File: src/rtl/mux_pkg.sv
// Shared types and helpers for the scanning N-channel mux.
// Holds the mode enum and the channel wrap function.
package mux_pkg;

  typedef enum logic {
    MANUAL = 1'b0,
    SCAN   = 1'b1
  } mux_mode_t;

  // Next channel index, wrapping n-1 back to 0.
  function automatic int unsigned next_ch(
    input int unsigned cur,
    input int unsigned n
  );
    return (cur + 1 >= n) ? 0 : cur + 1;
  endfunction

endpackage

File: src/rtl/dwell_counter.sv
// Counts enabled cycles; tc is high while the count sits on DWELL-1.
// Ports: clk, rst (async high), en, clr (sync clear), tc.
module dwell_counter #(
  parameter int DWELL = 4
) (
  input  logic clk,
  input  logic rst,
  input  logic en,
  input  logic clr,
  output logic tc
);

  localparam int CW = (DWELL > 1) ? $clog2(DWELL) : 1;

  logic [CW-1:0] cnt_q;
  logic [CW-1:0] cnt_d;

  assign tc = (cnt_q == CW'(DWELL - 1));

  always_comb begin
    cnt_d = cnt_q;
    if (en) begin
      if (clr || tc) cnt_d = '0;
      else           cnt_d = cnt_q + CW'(1);
    end
  end

  always_ff @(posedge clk or posedge rst) begin
    if (rst) cnt_q <= '0;
    else     cnt_q <= cnt_d;
  end

endmodule

File: src/rtl/mux_n_scan.sv
// Registered N-channel mux with manual select or round-robin scan.
// Ports: clk, rst, data_in, sel, mode, en -> y, ch, valid, step, sel_err.
module mux_n_scan
  import mux_pkg::*;
#(
  parameter  int WIDTH    = 8,
  parameter  int CHANNELS = 4,
  parameter  int DWELL    = 4,
  localparam int SELW     = $clog2(CHANNELS)
) (
  input  logic                      clk,
  input  logic                      rst,
  input  logic [CHANNELS*WIDTH-1:0] data_in,
  input  logic [SELW-1:0]           sel,
  input  logic                      mode,
  input  logic                      en,
  output logic [WIDTH-1:0]          y,
  output logic [SELW-1:0]           ch,
  output logic                      valid,
  output logic                      step,
  output logic                      sel_err
);

  mux_mode_t        state_q, state_d;
  logic [WIDTH-1:0] y_q, y_d;
  logic [SELW-1:0]  ch_q, ch_d;
  logic             valid_q, valid_d;
  logic             step_q, step_d;
  logic             err_q, err_d;
  logic             clr;
  logic             tc;
  logic             sel_ok;
  logic [SELW-1:0]  nxt;

  // Out-of-range indices fall through to zero rather than
  // reaching past the bus.
  function automatic logic [WIDTH-1:0] pick(
    input logic [CHANNELS*WIDTH-1:0] d,
    input logic [SELW-1:0]           idx
  );
    logic [WIDTH-1:0] r;
    r = '0;
    for (int k = 0; k < CHANNELS; k++)
      if (idx == SELW'(k)) r = d[k*WIDTH +: WIDTH];
    return r;
  endfunction

  assign sel_ok = (32'(sel) < CHANNELS);
  assign nxt    = SELW'(next_ch(32'(ch_q), CHANNELS));

  dwell_counter #(
    .DWELL (DWELL)
  ) u_dwell (
    .clk (clk),
    .rst (rst),
    .en  (en),
    .clr (clr),
    .tc  (tc)
  );

  always_comb begin
    state_d = state_q;
    y_d     = y_q;
    ch_d    = ch_q;
    valid_d = 1'b0;
    step_d  = 1'b0;
    err_d   = err_q;
    clr     = 1'b0;
    if (en) begin
      valid_d = 1'b1;
      if (!mode) begin
        state_d = MANUAL;
        clr     = 1'b1;
        err_d   = !sel_ok;
        ch_d    = sel_ok ? sel : '0;
        y_d     = sel_ok ? pick(data_in, sel) : '0;
      end else if (state_q == MANUAL) begin
        state_d = SCAN;
        clr     = 1'b1;
        err_d   = 1'b0;
        ch_d    = sel_ok ? sel : '0;
        y_d     = pick(data_in, ch_d);
      end else if (tc) begin
        ch_d   = nxt;
        y_d    = pick(data_in, nxt);
        step_d = 1'b1;
      end else begin
        y_d = pick(data_in, ch_q);
      end
    end
  end

  always_ff @(posedge clk or posedge rst) begin
    if (rst) begin
      state_q <= MANUAL;
      y_q     <= '0;
      ch_q    <= '0;
      valid_q <= 1'b0;
      step_q  <= 1'b0;
      err_q   <= 1'b0;
    end else begin
      state_q <= state_d;
      y_q     <= y_d;
      ch_q    <= ch_d;
      valid_q <= valid_d;
      step_q  <= step_d;
      err_q   <= err_d;
    end
  end

  assign y       = y_q;
  assign ch      = ch_q;
  assign valid   = valid_q;
  assign step    = step_q;
  assign sel_err = err_q;

endmodule

File: config.mk
export PLATFORM = sky130hd
export DESIGN_NAME = mux_n_scan
export DESIGN_NICKNAME = d
export VERILOG_FILES = /design/src/rtl/mux_pkg.sv /design/src/rtl/dwell_counter.sv /design/src/rtl/mux_n_scan.sv
export SDC_FILE = /design/constraint.sdc
export NUM_CORES = 1
export LEC_CHECK = 0
export ABC_AREA = 1
export BUFFER_PORTS_ARGS = -buffer_cell sky130_fd_sc_hd__buf_2
export CAP_MARGIN = 20
export CORE_ASPECT_RATIO = 1.25
export CORE_MARGIN = 2
export CORE_UTILIZATION = 30
export DETAILED_ROUTE_END_ITERATION = 7
export PLACE_DENSITY = 0.64
export SLEW_MARGIN = 20
export SYNTH_ARGS = -nofsm -noshare
export SYNTH_HDL_FRONTEND = slang
export SYNTH_SLANG_ARGS = --single-unit
File: constraint.sdc
create_clock -name clk -period 1.55 [get_ports clk]
set_clock_uncertainty 0.1 [all_clocks]
set_input_delay 0.155 -clock clk [delete_from_list [all_inputs] [get_ports clk]]
set_output_delay 0.155 -clock clk [all_outputs]
set_load 0.005 [all_outputs]
-- Word level (Yosys, flattened, before mapping)
Cells that the tools add are included.
- $add $sub $neg: 2
- equal/unequal tests: 12
- multiplexer cells: 31
- reductions and logical operators: 6
- magnitude comparators: 1
- operators by type and width (kind ; count):
    $mux 8 ; 15
    $eq 2x2->1 const B ; 7
    $mux 1 ; 11
    $mux 2 ; 5
    $eq 2x1->1 const B ; 3
    $logic_not 2->1 ; 3
    $reduce_and 2->1 ; 2
    $add 2x1->3 const B ; 1
    $ge 3x3->1 const B ; 1
    $ne 3x2->1 const B ; 1
    $add 2x1->2 const B ; 1
    $ne 2x2->1 const B ; 1
    $logic_or 1x1->1 ; 1
- bits of input ports: 38
- bits in registers: 16
- output and inout bits: 13

-- Longest topological paths before layout
Gate-level depths: netlist of run 1.
- depth in word-level cells: 11
- mapped depth: 13

-- By module
A second synthesis of run 1 with hierarchy kept.
- cell total of the unflattened synthesis: 304
- area total of the unflattened synthesis: 1682.9 µm²
- modules (own cells, without submodules) (module ; times used ; area an instance (µm²) ; cells an instance):
    mux_n_scan ; 1 ; 1570.3 ; 289
    dwell_counter ; 1 ; 112.6 ; 15

-- Worst setup path before layout of run 1
Ideal clock, no wire load.
- kind: reg-to-reg
- start: register ch_q[0] (netlist: ch[0])
- end: register y_q[6] (netlist: y[6])
- cell stages (with the launch flop): 11
- period minus slack after synthesis: 1.600 ns
- arrival time: 1.384 ns
- required time: 1.334 ns
- buffers on the path: 2
- path slack: -0.050 ns
- path through: dfrtp_1 -> inv_1 -> ha_1 -> buf_2 -> buf_2 -> a21oi_1 -> nand2_1 -> nand2_2 -> nand3_1 -> nand2_1 -> nand2_1
- word-level cells in the longest chain between the ends: 11
- elaborated cells on any way between the ends: 22
- ends and longest elaborated chain (element ; line ; source):
    from (decl) ; mux_n_scan.sv:26 ; logic [SELW-1:0] ch_q, ch_d;
    from (signal assigned) ; mux_n_scan.sv:104 ; ch_q <= ch_d;
    $add 2x1->3 ; mux_pkg.sv:15 ; return (cur + 1 >= n) ? 0 : cur + 1;
    $ge 3x3->1 ; mux_pkg.sv:15 ;
    $mux 2 ; mux_pkg.sv:15 ;
    $logic_not 2->1 ; mux_n_scan.sv:44 ; if (idx == SELW'(k)) r = d[k*WIDTH +: WIDTH];
    $mux 8 (4 in a row) ; mux_n_scan.sv:44 ;
    $mux 8 * ; mux_n_scan.sv:83 ; end else if (tc) begin
    $mux 8 * ; mux_n_scan.sv:77 ; end else if (state_q == MANUAL) begin
    $mux 8 * ; mux_n_scan.sv:71 ; if (!mode) begin
    to (signal assigned) ; mux_n_scan.sv:103 ; y_q <= y_d;
    to (decl) ; mux_n_scan.sv:25 ; logic [WIDTH-1:0] y_q, y_d;
Mark *: on every way between the ends. The rest lies on a longest branch, timed or not.
A chain may end at the register's enable or synchronous reset.

-- Worst setup path after layout of run 1
- start: register ch_q[0] (netlist: ch[0])
- end: register y_q[7] (netlist: y[7])
The elaborated chain is that of the path after synthesis.

==> results of run 1 <==
==> cells in the mapped netlist (2+ instances only) <==
cell | count | area share (%)
a21oi_1 | 33 | 9.8
buf_2 | 8 | 2.4
buf_4 | 4 | 1.8
buf_6 | 4 | 2.7
clkbuf_1 | 2 | 0.44
dfrtp_1 | 15 | 22
ha_1 | 7 | 5.2
inv_1 | 14 | 3.1
inv_2 | 5 | 1.1
nand2_1 | 135 | 30
nand2_2 | 3 | 1.1
nand3_1 | 32 | 9.5
nand4_1 | 2 | 0.74
nor2_1 | 16 | 3.6
nor2_4 | 2 | 1.3
o21ai_0 | 10 | 3.0
o21ai_1 | 2 | 0.59
==> per-layer routing <==
layer | part of all wire [%] | wire, um | track usage (%)
met1 | 41 | 2119 | 17.95
met2 | 52 | 2711 | 29.46
met3 | 5.5 | 286 | 2.762
met4 | 1.3 | 68 | 5.489
met5 | 0 | 0 | 0
==> stage by stage <==
step,power (W),hold slack [ns],util (%)
after detailed placement,0.001268,0.1357,36.51
after global placement,0.001258,0.1381,36.51
after floorplan,0.001029,-0.04352,-
after global routing,0.001904,0.05370,41.26
after CTS,0.001620,0.02260,38.16
final,0.001752,0.03471,41.26
==> cell type report <==
cell class	count	area, um^2	share of cell area, %
flip-flops and latches	15	377.9	16.82
well taps	64	80.08	3.565
clock buffers	4	45.04	2.006
multi-input cells	246	1216	54.15
inverters	20	92.59	4.123
repair buffers	65	427.9	19.05
repair inverters	1	6.256	0.2786
==> registers in the layout, indices dropped and copies added, names as in the netlist <==
signal         flops
u_dwell.cnt_q      2
state_q            1
ch                 2
y                  8
valid              1
step               1
==> layout by cell type, fill, tap and decap left out, types with 2 or more instances in the layout <==
master | netlist | routed
o21ai_1 | 2 | 2
ha_1 | 7 | 2
inv_1 | 14 | 12
a21oi_2 | 0 | 6
clkbuf_8 | 0 | 3
nor2_1 | 16 | 16
buf_4 | 4 | 7
o21ai_0 | 10 | 10
nand2_1 | 135 | 129
nand3_1 | 32 | 31
inv_4 | 1 | 3
ha_4 | 0 | 4
a21oi_1 | 33 | 27
nand2_2 | 3 | 8
inv_2 | 5 | 4
buf_2 | 8 | 49
nor2_4 | 2 | 2
nand4_1 | 2 | 2
dlygate4sd3_1 | 0 | 2
dfrtp_1 | 15 | 13
dfrtp_2 | 0 | 2
buf_12 | 0 | 2
buf_6 | 4 | 4
==> cell families (layout without fill, tap and decap cells) <==
| group | count (synthesis) | in the layout |
|---|---|---|
| and+or+nand+nor | 192 | 192 |
| AOI/OAI and AO/OA | 46 | 46 |
| other | 1 | 1 |
| DFF | 15 | 15 |
| adders and majority gates | 7 | 7 |
| buffers and inverters | 38 | 90 |
==> final timing paths <==
path                             from  endpoint  cells after the start
worst max-delay path            ch[0]      y[7]                     11
worst min-delay path             mode   state_q                      3
worst max register to register  ch[0]      y[7]                     11
worst min register to register   y[4]      y[4]                      2
max in group asynchronous         rst     ch[1]                      3
min in group asynchronous         rst      y[4]                      3
==> worst min-delay path, cell delays in order <==
cell and delay (ns):
buf_2 0.10, nand2_1 0.05, nand2_1 0.05
==> timing repair <==
item | CTS | global route
gates resized for setup | 5 | 32
pin swaps | 0 | 9
gates cloned | 1 | 2
setup endpoints to repair | 8 | 9
hold buffers | 2 | 0
endpoints found under the hold margin | 16 | 0
setup buffers | 1 | 2
==> where the power goes <==
part / switching, W / total (W) / internal (W)
Clock: 0.000126 / 0.000308 / 0.000182
Combinational: 0.000545 / 0.000960 / 0.000415
Sequential: 0.0000422 / 0.000484 / 0.000442
Total: 0.000714 / 0.00175 / 0.00104
==> reports/results.ini, run 1 <==
[synth]
avgSynthCellArea_um2 = 5.658
synth_seq_cells = 15
netlist_instances = 299
syn_nets = 344
synth_compound_area_share_pct = 13.76
synth_top_family_by_area = simple AND/OR/NAND/NOR gates
synthSimpleGateAreaFrac_pct = 46.82
synth-main-ff-cell = dfrtp_1
synth_edf_count = 0
yosysWarnings = 0
synthMuxAreaShare_pct = 0
async_flop_share_pct = 100.0
synth_area_um2 = 1692
synth_adder_area_share_pct = 5.178
synthXorXnorAreaFrac_pct = 0
ys_types = 22
synth-seq-area-share_pct = 22.19

[critical_path]
cp_common_cell = nand2_1
path_delay_family = flip-flops
crit_chain = clkinv_4 > ha_4 > buf_6 > nand2_1 > nand2_1 > nand2_1 > nand2_1 > nand2_2 > nand3_1 > nand2_1 > nand2_1
cpMaxStageDelayCell = dfrtp_2
rrSetupSlack_ns = -0.02
cp-end-kind = flop
cp.required_ns = 1.58
critical_path_arrival_ns = 1.61
worstSetupPathType = reg2reg
crit_path_max_incr_delay_ns = 0.46
worstPathMaxFanout = 5
crit_buf_inv = 2
critPathLaunchType = flop

[floorplanning]
num_io_pins = 51
rows = 30
core_um2 = 5443
initial_core_util_pct = 31.08
die_x_um = 71.17
die_area_um2 = 6259
dieHeight_um = 87.96

[cells_and_area]
antenna_cells = 0
design_area_um2 = 2246
fillers = 582
final_net_count = 397
synthToLayoutAreaGrowth_pct = 32.77
drive_above_1_share_pct = 28.77
fin_cells = 415

[placement]
dpl.cell_count = 403
io_buffers = 49
gp_congestion = 0.7838
dp_hpwl_um = 3997
dp_slack_ns = -0.1094
place_area_um2 = 1987

[hold_path]
worst_hold_path_type = in2reg

[sta]
drv_slew = 0
layout_setup_ws_ns = -0.02496
finalHoldViolCount = 0
period_share_pct = 101.6
max_freq_mhz = 634.9
fin_crit_ns = 1.575
setup_viol = 5
slew_headroom_pct = 62.42
worst_pin_slew_ns = 0.5631
rsz0062_at_grt = true
tns_ns = -0.05282

[clock_tree]
cts_num_sinks = 15
cts_root_buf = clkbuf_8
htree_levels = 1
path_clk_slew_ns = 0.06
clk_latency_ns = 0.25
clock_tree.buffer_depth = 2
cts_tree = done
cts_inserted_buffers = 3

[grt]
grt_max_degree = 17
antenna_found_initial = 0
globalRouteOverflowTotal = 0
grt_pass1_vias = 1818
grt_pass1_wl_um = 8100
gr-usage-all-layers_pct = 15.79

[job]
cap_violations = 0

[run_status]
violations = setup timing
status = finished with violations

[route]
viasPerCell = 4.773
drtAntennaViolNets = 0
first_iter_violations = 103
drc = 0
route.vias.total = 1981
wl_um = 5186
dr.pass1.iters = 7
wl_per_cell_um = 12.50

[pwr]
power_density_nw_per_um2 = 780.2
p_leak_nw = 1.208
peakVddDrop_mv = 0.2471

No activity file was read; power rests on OpenSTA's default activity.
==> run 2: changes to the inputs <==
Settings changed: SKIP_CTS_REPAIR_TIMING set to 1.
==> run 2 against run 1 <==
Net effect: the run still ends with setup timing left; fmax fell by 1.4%; register-to-register slack got worse by 0.02 ns; core utilization fell by 0.64 points; critical path type unchanged.
==> reports/results.ini, run 2 (synthesized netlist as in run 1, its figures left out) <==
[route]
drtAntennaViolNets = 0  ; unchanged
wl_um = 5097  ; -1.7%
route.vias.total = 1998  ; +0.86%
drc = 0  ; unchanged
viasPerCell = 4.803  ; +0.62%
first_iter_violations = 109  ; +5.8%
dr.pass1.iters = 4  ; -3
wl_per_cell_um = 12.25  ; -2.0%

[sta]
rsz0062_at_grt = true
fin_crit_ns = 1.598  ; +0.02265 ns
worst_pin_slew_ns = 0.5584  ; -0.004764 ns
layout_setup_ws_ns = -0.04762  ; -0.02265 ns
period_share_pct = 103.1  ; +1.5 points
finalHoldViolCount = 0  ; unchanged
whs_ns = 0.03509  ; +0.0003760 ns
setup_viol = 5  ; unchanged
max_freq_mhz = 625.9  ; -1.4%
drv_slew = 0  ; unchanged
slew_headroom_pct = 62.73  ; +0.32 points

[floorplanning]
die_x_um = 71.17  ; unchanged
num_io_pins = 51  ; unchanged
core_um2 = 5443  ; unchanged
rows = 30  ; unchanged
die_area_um2 = 6259  ; unchanged
initial_core_util_pct = 31.08  ; unchanged
dieHeight_um = 87.96  ; unchanged

[clock_tree]
cts_tree = done
htree_levels = 1  ; unchanged
cts_num_sinks = 15  ; unchanged
clock_tree.buffer_depth = 2  ; unchanged
cts_root_buf = clkbuf_8
cts_inserted_buffers = 3  ; unchanged
clk_latency_ns = 0.25  ; about the same
path_clk_slew_ns = 0.06  ; about the same

[pwr]
p_leak_nw = 1.208  ; about the same
power_density_nw_per_um2 = 775.5  ; -0.59%
peakVddDrop_mv = 0.2516  ; +1.8%
p_total_w = 0.001715  ; -2.1%

[run_status]
status = finished with violations
violations = setup timing

[placement]
dp_hpwl_um = 3997  ; unchanged
dpl.cell_count = 403  ; unchanged
gp_congestion = 0.7838  ; unchanged
dp_slack_ns = -0.1094  ; unchanged
io_buffers = 49  ; unchanged

[grt]
grt_use_met2_pct = 28.70  ; -0.76 points
antenna_found_initial = 0  ; unchanged
grt_pass1_vias = 1784  ; -1.9%
use_met3_pct = 2.762  ; unchanged
grtUsageMet1_pct = 17.67  ; -0.28 points
grt_busiest_layer = met2
gr-usage-all-layers_pct = 15.48  ; -0.31 points
globalRouteOverflowTotal = 0  ; unchanged
grt_max_degree = 17  ; unchanged
grt_pass1_wl_um = 7928  ; -2.1%

[cells_and_area]
largest_register_ffs = 8  ; unchanged
fin_cells = 416  ; +0.24%
final_net_count = 398  ; +0.25%
antenna_cells = 0  ; unchanged
drive_above_1_share_pct = 26.99  ; -1.8 points
synthToLayoutAreaGrowth_pct = 30.70
post-route-util_pct = 40.62  ; -0.64 points
final_cell_mix = nand2_1, buf_2, a21oi_1
fillers = 597  ; +2.6%
final_common_cell = nand2_1

[critical_path]
worstPathMaxFanout = 6  ; +1
cp.required_ns = 1.59  ; about the same
critical_path_arrival_ns = 1.64  ; +0.03 ns
cp-end-kind = flop
worstSetupPathType = reg2reg
critPathLaunchType = flop

[hold_path]
worst_hold_path_type = in2reg

[job]
cap_violations = 0  ; unchanged

run 2: cell count changes in the layout (fill, tap and decap cells not counted), sizes merged:
cell | previous run | this run
buf | 62 | 63
clkinv | 1 | 0
inv | 20 | 21
run 2: path summary, 6_finish.rpt:
check | start | to | slack, ns | cells past startpoint
max reg2reg | ch[0] | y[3] | -0.05 | 10
min | mode | state_q | 0.04 | 3
min in group asynchronous | rst | y[4] | 0.40 | 3
min reg2reg | y[4] | y[4] | 0.37 | 2
max | ch[0] | y[3] | -0.05 | 10
max in group asynchronous | rst | ch[1] | 0.55 | 3
run 2: metal layers:
metal | up-vias | routed length [um]
li1 | 1054 | -
met1 | 882 | 2084
met2 | 53 | 2625
met3 | 9 | 290
met4 | 0 | 97
met5 | - | 0
run 2: per-stage QoR:
stage | instance area (um^2) | setup TNS (ns)
CTS | 2032 | -0.8817
global route | 2211 | -0.9295
global placement | 1987 | -0.5606
floorplan | 1710 | 0
finish | 2211 | -0.09511
detailed placement | 1987 | -0.7372
run 2: layout make-up:
type	count	area, um^2	area share [%]
repair buffers	66	421.7	19.07
repair inverters	1	6.256	0.2830
well taps	64	80.08	3.622
flip-flops and latches	15	377.9	17.09
inverters	20	87.58	3.962
clock buffers	4	45.04	2.037
multi-input cells	246	1192	53.93
run 2: power by group:
part	internal, W	leakage [nW]	switching [W]
Clock	0.000182	0.0228	0.000126
Combinational	0.000398	1.00	0.000527
Sequential	0.000442	0.186	0.0000407
run 2: worst max-delay path, cell delays in order, from the launching register on:
cell,delay (ns)
dfrtp_2,0.45
inv_4,0.08
ha_4,0.17
buf_6,0.13
buf_4,0.13
a21oi_1,0.11
nand2_1,0.08
nand2_1,0.06
nand3_1,0.07
nand2_1,0.06
nand2_1,0.05
==> run 3: changes to the inputs <==
Settings changed: ABC_AREA 1 to 0, CELL_PAD_IN_SITES_DETAIL_PLACEMENT set to 0, CELL_PAD_IN_SITES_GLOBAL_PLACEMENT set to 1, PLACE_DENSITY 0.64 to 0.8.
Clock period 1.55 ns to 1.3 ns, I/O delays scaled along.
==> run 3 against run 2 <==
Net effect: the flow still finishes with violations (setup timing); critical path depth fell by 3; non-clock buffer count rose by 23; wire length fell by 6.9%; first-iteration DRC count fell by 6.4%; worst setup slack got worse by 0.64 ns; clock power rose by 25%; clock-buffer cell count did not move; power rose by 20%; synthesized cell count fell by 48%; critical path type unchanged; largest power group unchanged; highest routed layer unchanged.
==> reports/results.ini, run 3 <==
[synth]
synth_area_leader_cell = dfrtp_1
syn_nets = 201  ; -42%
synth_edf_count = 0  ; unchanged
synth-seq-area-share_pct = 25.47  ; +3.3 points
synth-main-ff-cell = dfrtp_1
synth_seq_cells = 15  ; unchanged
ys_types = 28  ; +27%
synthTopCellsByCount = a21oi_1, a221o_1, dfrtp_1, a221oi_1, inv_1
avgSynthCellArea_um2 = 9.448  ; +67%
yosysMostFrequentCell = a21oi_1
yosysTopAreaCellShare_pct = 25.47  ; -4.5 points
async_flop_share_pct = 100.0  ; unchanged
netlist_instances = 156  ; -48%
yosysWarnings = 0  ; unchanged
synth_area_um2 = 1474  ; -13%
ys_top_cells_by_area = dfrtp_1, mux4_2, a221o_1

[run_status]
status = finished with violations
violations = setup timing

[hold_path]
worst_hold_path_type = in2reg
min_from = en
hold_path_end = valid
hold_depth = 1  ; -2

[sta]
worst_pin_slew_ns = 0.5310  ; -0.02743 ns
drv_slew = 0  ; unchanged
layout_setup_ws_ns = -0.6835  ; -0.6359 ns
fin_crit_ns = 1.983  ; +0.3859 ns
max_freq_mhz = 504.2  ; -19%
setup_viol = 11  ; +6
slew_headroom_pct = 64.60  ; +1.9 points
rsz0062_at_grt = true
period_share_pct = 152.6  ; +50 points
finalHoldViolCount = 0  ; unchanged

[grt]
grt_busiest_layer = met2
gr-usage-all-layers_pct = 17.81  ; +2.3 points
use_met3_pct = 1.897  ; -0.86 points
grt_pass1_vias = 1567  ; -12%
globalRouteOverflowTotal = 0  ; unchanged
antenna_found_initial = 0  ; unchanged
grt_pass1_wl_um = 7486  ; -5.6%
grt_use_met2_pct = 33.10  ; +4.4 points
grt_max_degree = 18  ; +1
grtUsageMet1_pct = 22.32  ; +4.7 points

[floorplanning]
die_x_um = 66.70  ; -6.3%
rows = 28  ; -6.7%
initial_core_util_pct = 31.16  ; +0.084 points
die_area_um2 = 5493  ; -12%
dieHeight_um = 82.37  ; -6.4%
core_um2 = 4730  ; -13%
num_io_pins = 51  ; unchanged

[cells_and_area]
largest_register_ffs = 8  ; unchanged
fillers = 463  ; -22%
drive_above_1_share_pct = 59.31  ; +32 points
ff_latch_area_um2 = 377.9  ; unchanged
final_cell_mix = buf_2, buf_4, a21oi_1
synthToLayoutAreaGrowth_pct = 52.38
multiInputGateArea_um2 = 1111  ; -6.8%
fin_cells = 291  ; -30%
final_net_count = 277  ; -30%
antenna_cells = 0  ; unchanged
final_common_cell = buf_2

[job]
cap_violations = 0  ; unchanged

[critical_path]
worstPathMaxFanout = 8  ; +2
critPathLaunchType = flop
path_delay_family = compound AO/OA/AOI/OAI gates
worstSetupPathType = reg2reg
rr_worst_depth = 7  ; -3
crit_path_max_incr_delay_ns = 0.45  ; about the same
cp.required_ns = 1.34  ; -0.25 ns
r2r_end = y[3]
rr_startpoint = ch[0]
crit_chain = inv_4 > ha_4 > nor2b_4 > a221o_1 > a221oi_2 > nor3_2 > mux2_4
cpMaxStageDelayCell = dfrtp_2
crit_buf_inv = 1  ; -2
rrSetupSlack_ns = -0.68  ; -0.64 ns
critical_path_arrival_ns = 2.02  ; +0.38 ns
cp-end-kind = flop

[pwr]
combinationalPowerShare_pct = 52.3  ; -1.6 points
power_frac_clock_pct = 18.6  ; +0.7 points
swShare_pct = 35.75  ; -4.7 points
internal-power_w = 0.001325  ; +30%
seq_power_share_pct = 29.1  ; +1.0 points
switchingPower_w = 0.0007374  ; +6.4%
power_density_nw_per_um2 = 918.4  ; +18%
p_leak_nw = 1.021  ; -15%
peakVddDrop_mv = 0.3709  ; +47%

[clock_tree]
clk_latency_ns = 0.24  ; about the same
cts_inserted_buffers = 3  ; unchanged
cts_tree = done
path_clk_slew_ns = 0.07  ; about the same
cts_num_sinks = 15  ; unchanged
htree_levels = 1  ; unchanged
cts_root_buf = clkbuf_8
clock_tree.buffer_depth = 2  ; unchanged

[route]
drc = 0  ; unchanged
drtAntennaViolNets = 0  ; unchanged
wl_per_cell_um = 16.31  ; +33%
dr.pass1.iters = 4  ; unchanged
viasPerCell = 5.574  ; +16%
first_iter_violations = 102  ; -6.4%
wl_um = 4747  ; -6.9%
route.vias.total = 1622  ; -19%

[placement]
dpl.cell_count = 285  ; -29%
dp_hpwl_um = 3582  ; -10%
gp_congestion = 0.9082  ; +16%
dp_slack_ns = -0.6930  ; -0.5836 ns
io_buffers = 49  ; unchanged

[run 3: worst max-delay path by stage]
stage / slack (ns) / endpoint / depth (start not counted) / from
finish: -0.68 / y[3] / 7 / ch[0]
global route: -0.77 / y[3] / 6 / ch[0]
CTS: -0.70 / y[7] / 7 / ch[1]
detailed placement: -0.69 / y[7] / 7 / ch[1]
global placement: -0.64 / y[1] / 7 / ch[1]
floorplan: -0.67 / y[0] / 8 / ch[1]
[run 3: kinds of logic (layout without fill, tap and decap cells)]
group / count (synthesis) / count (layout) / share of synthesized area [%]
flops: 15 / 15 / 25.47
fa+ha+maj: 7 / 7 / 5.942
other cells: 1 / 1 / 0.2544
buf+inv: 29 / 104 / 10.02
mux: 16 / 16 / 18.34
compound gates: 55 / 55 / 29.03
simple gates: 33 / 33 / 10.95
[run 3: power by group through the flow]
| stage | clock (W) | sequential [W] | combinational (W) |
|---|---|---|---|
| finish | 0.000384 | 0.000600 | 0.00108 |
| global route | 0.000417 | 0.000609 | 0.00118 |
| CTS | 0.000393 | 0.000596 | 0.000977 |
| detailed placement | 0 | 0.000604 | 0.000973 |
| global placement | 0 | 0.000603 | 0.000963 |
| floorplan | 0 | 0.000595 | 0.000608 |
[run 3: per-stage QoR]
step                power [W]  setup TNS [ns]  util (%)  instance area, um^2  hold WS (ns)
floorplan            0.001203          -5.180         -                 1582      -0.06859
detailed placement   0.001578          -5.558     43.89                 2076       0.04221
CTS                  0.001966          -5.722     44.84                 2121       -0.2187
finish               0.002063          -5.174     47.49                 2246        0.1250
global route         0.002210          -6.186     47.49                 2246        0.1317
global placement     0.001566          -5.151     43.89                 2076       0.04271
[run 3: area by class of cell]
cell class	count	area share, %
inverter	11	2.061
sequential	15	16.82
clock buffer	4	2.006
multi-input combinational	112	49.47
tap	60	3.343
timing repair buffer	89	26.30
[run 3: per-layer routing]
metal / part of all wire, % / routed length (um) / up-vias
li1: - / - / 764
met1: 41 / 1961 / 788
met2: 53 / 2495 / 66
met3: 5.5 / 263 / 4
met4: 0.55 / 26 / 0
met5: 0 / 0 / -
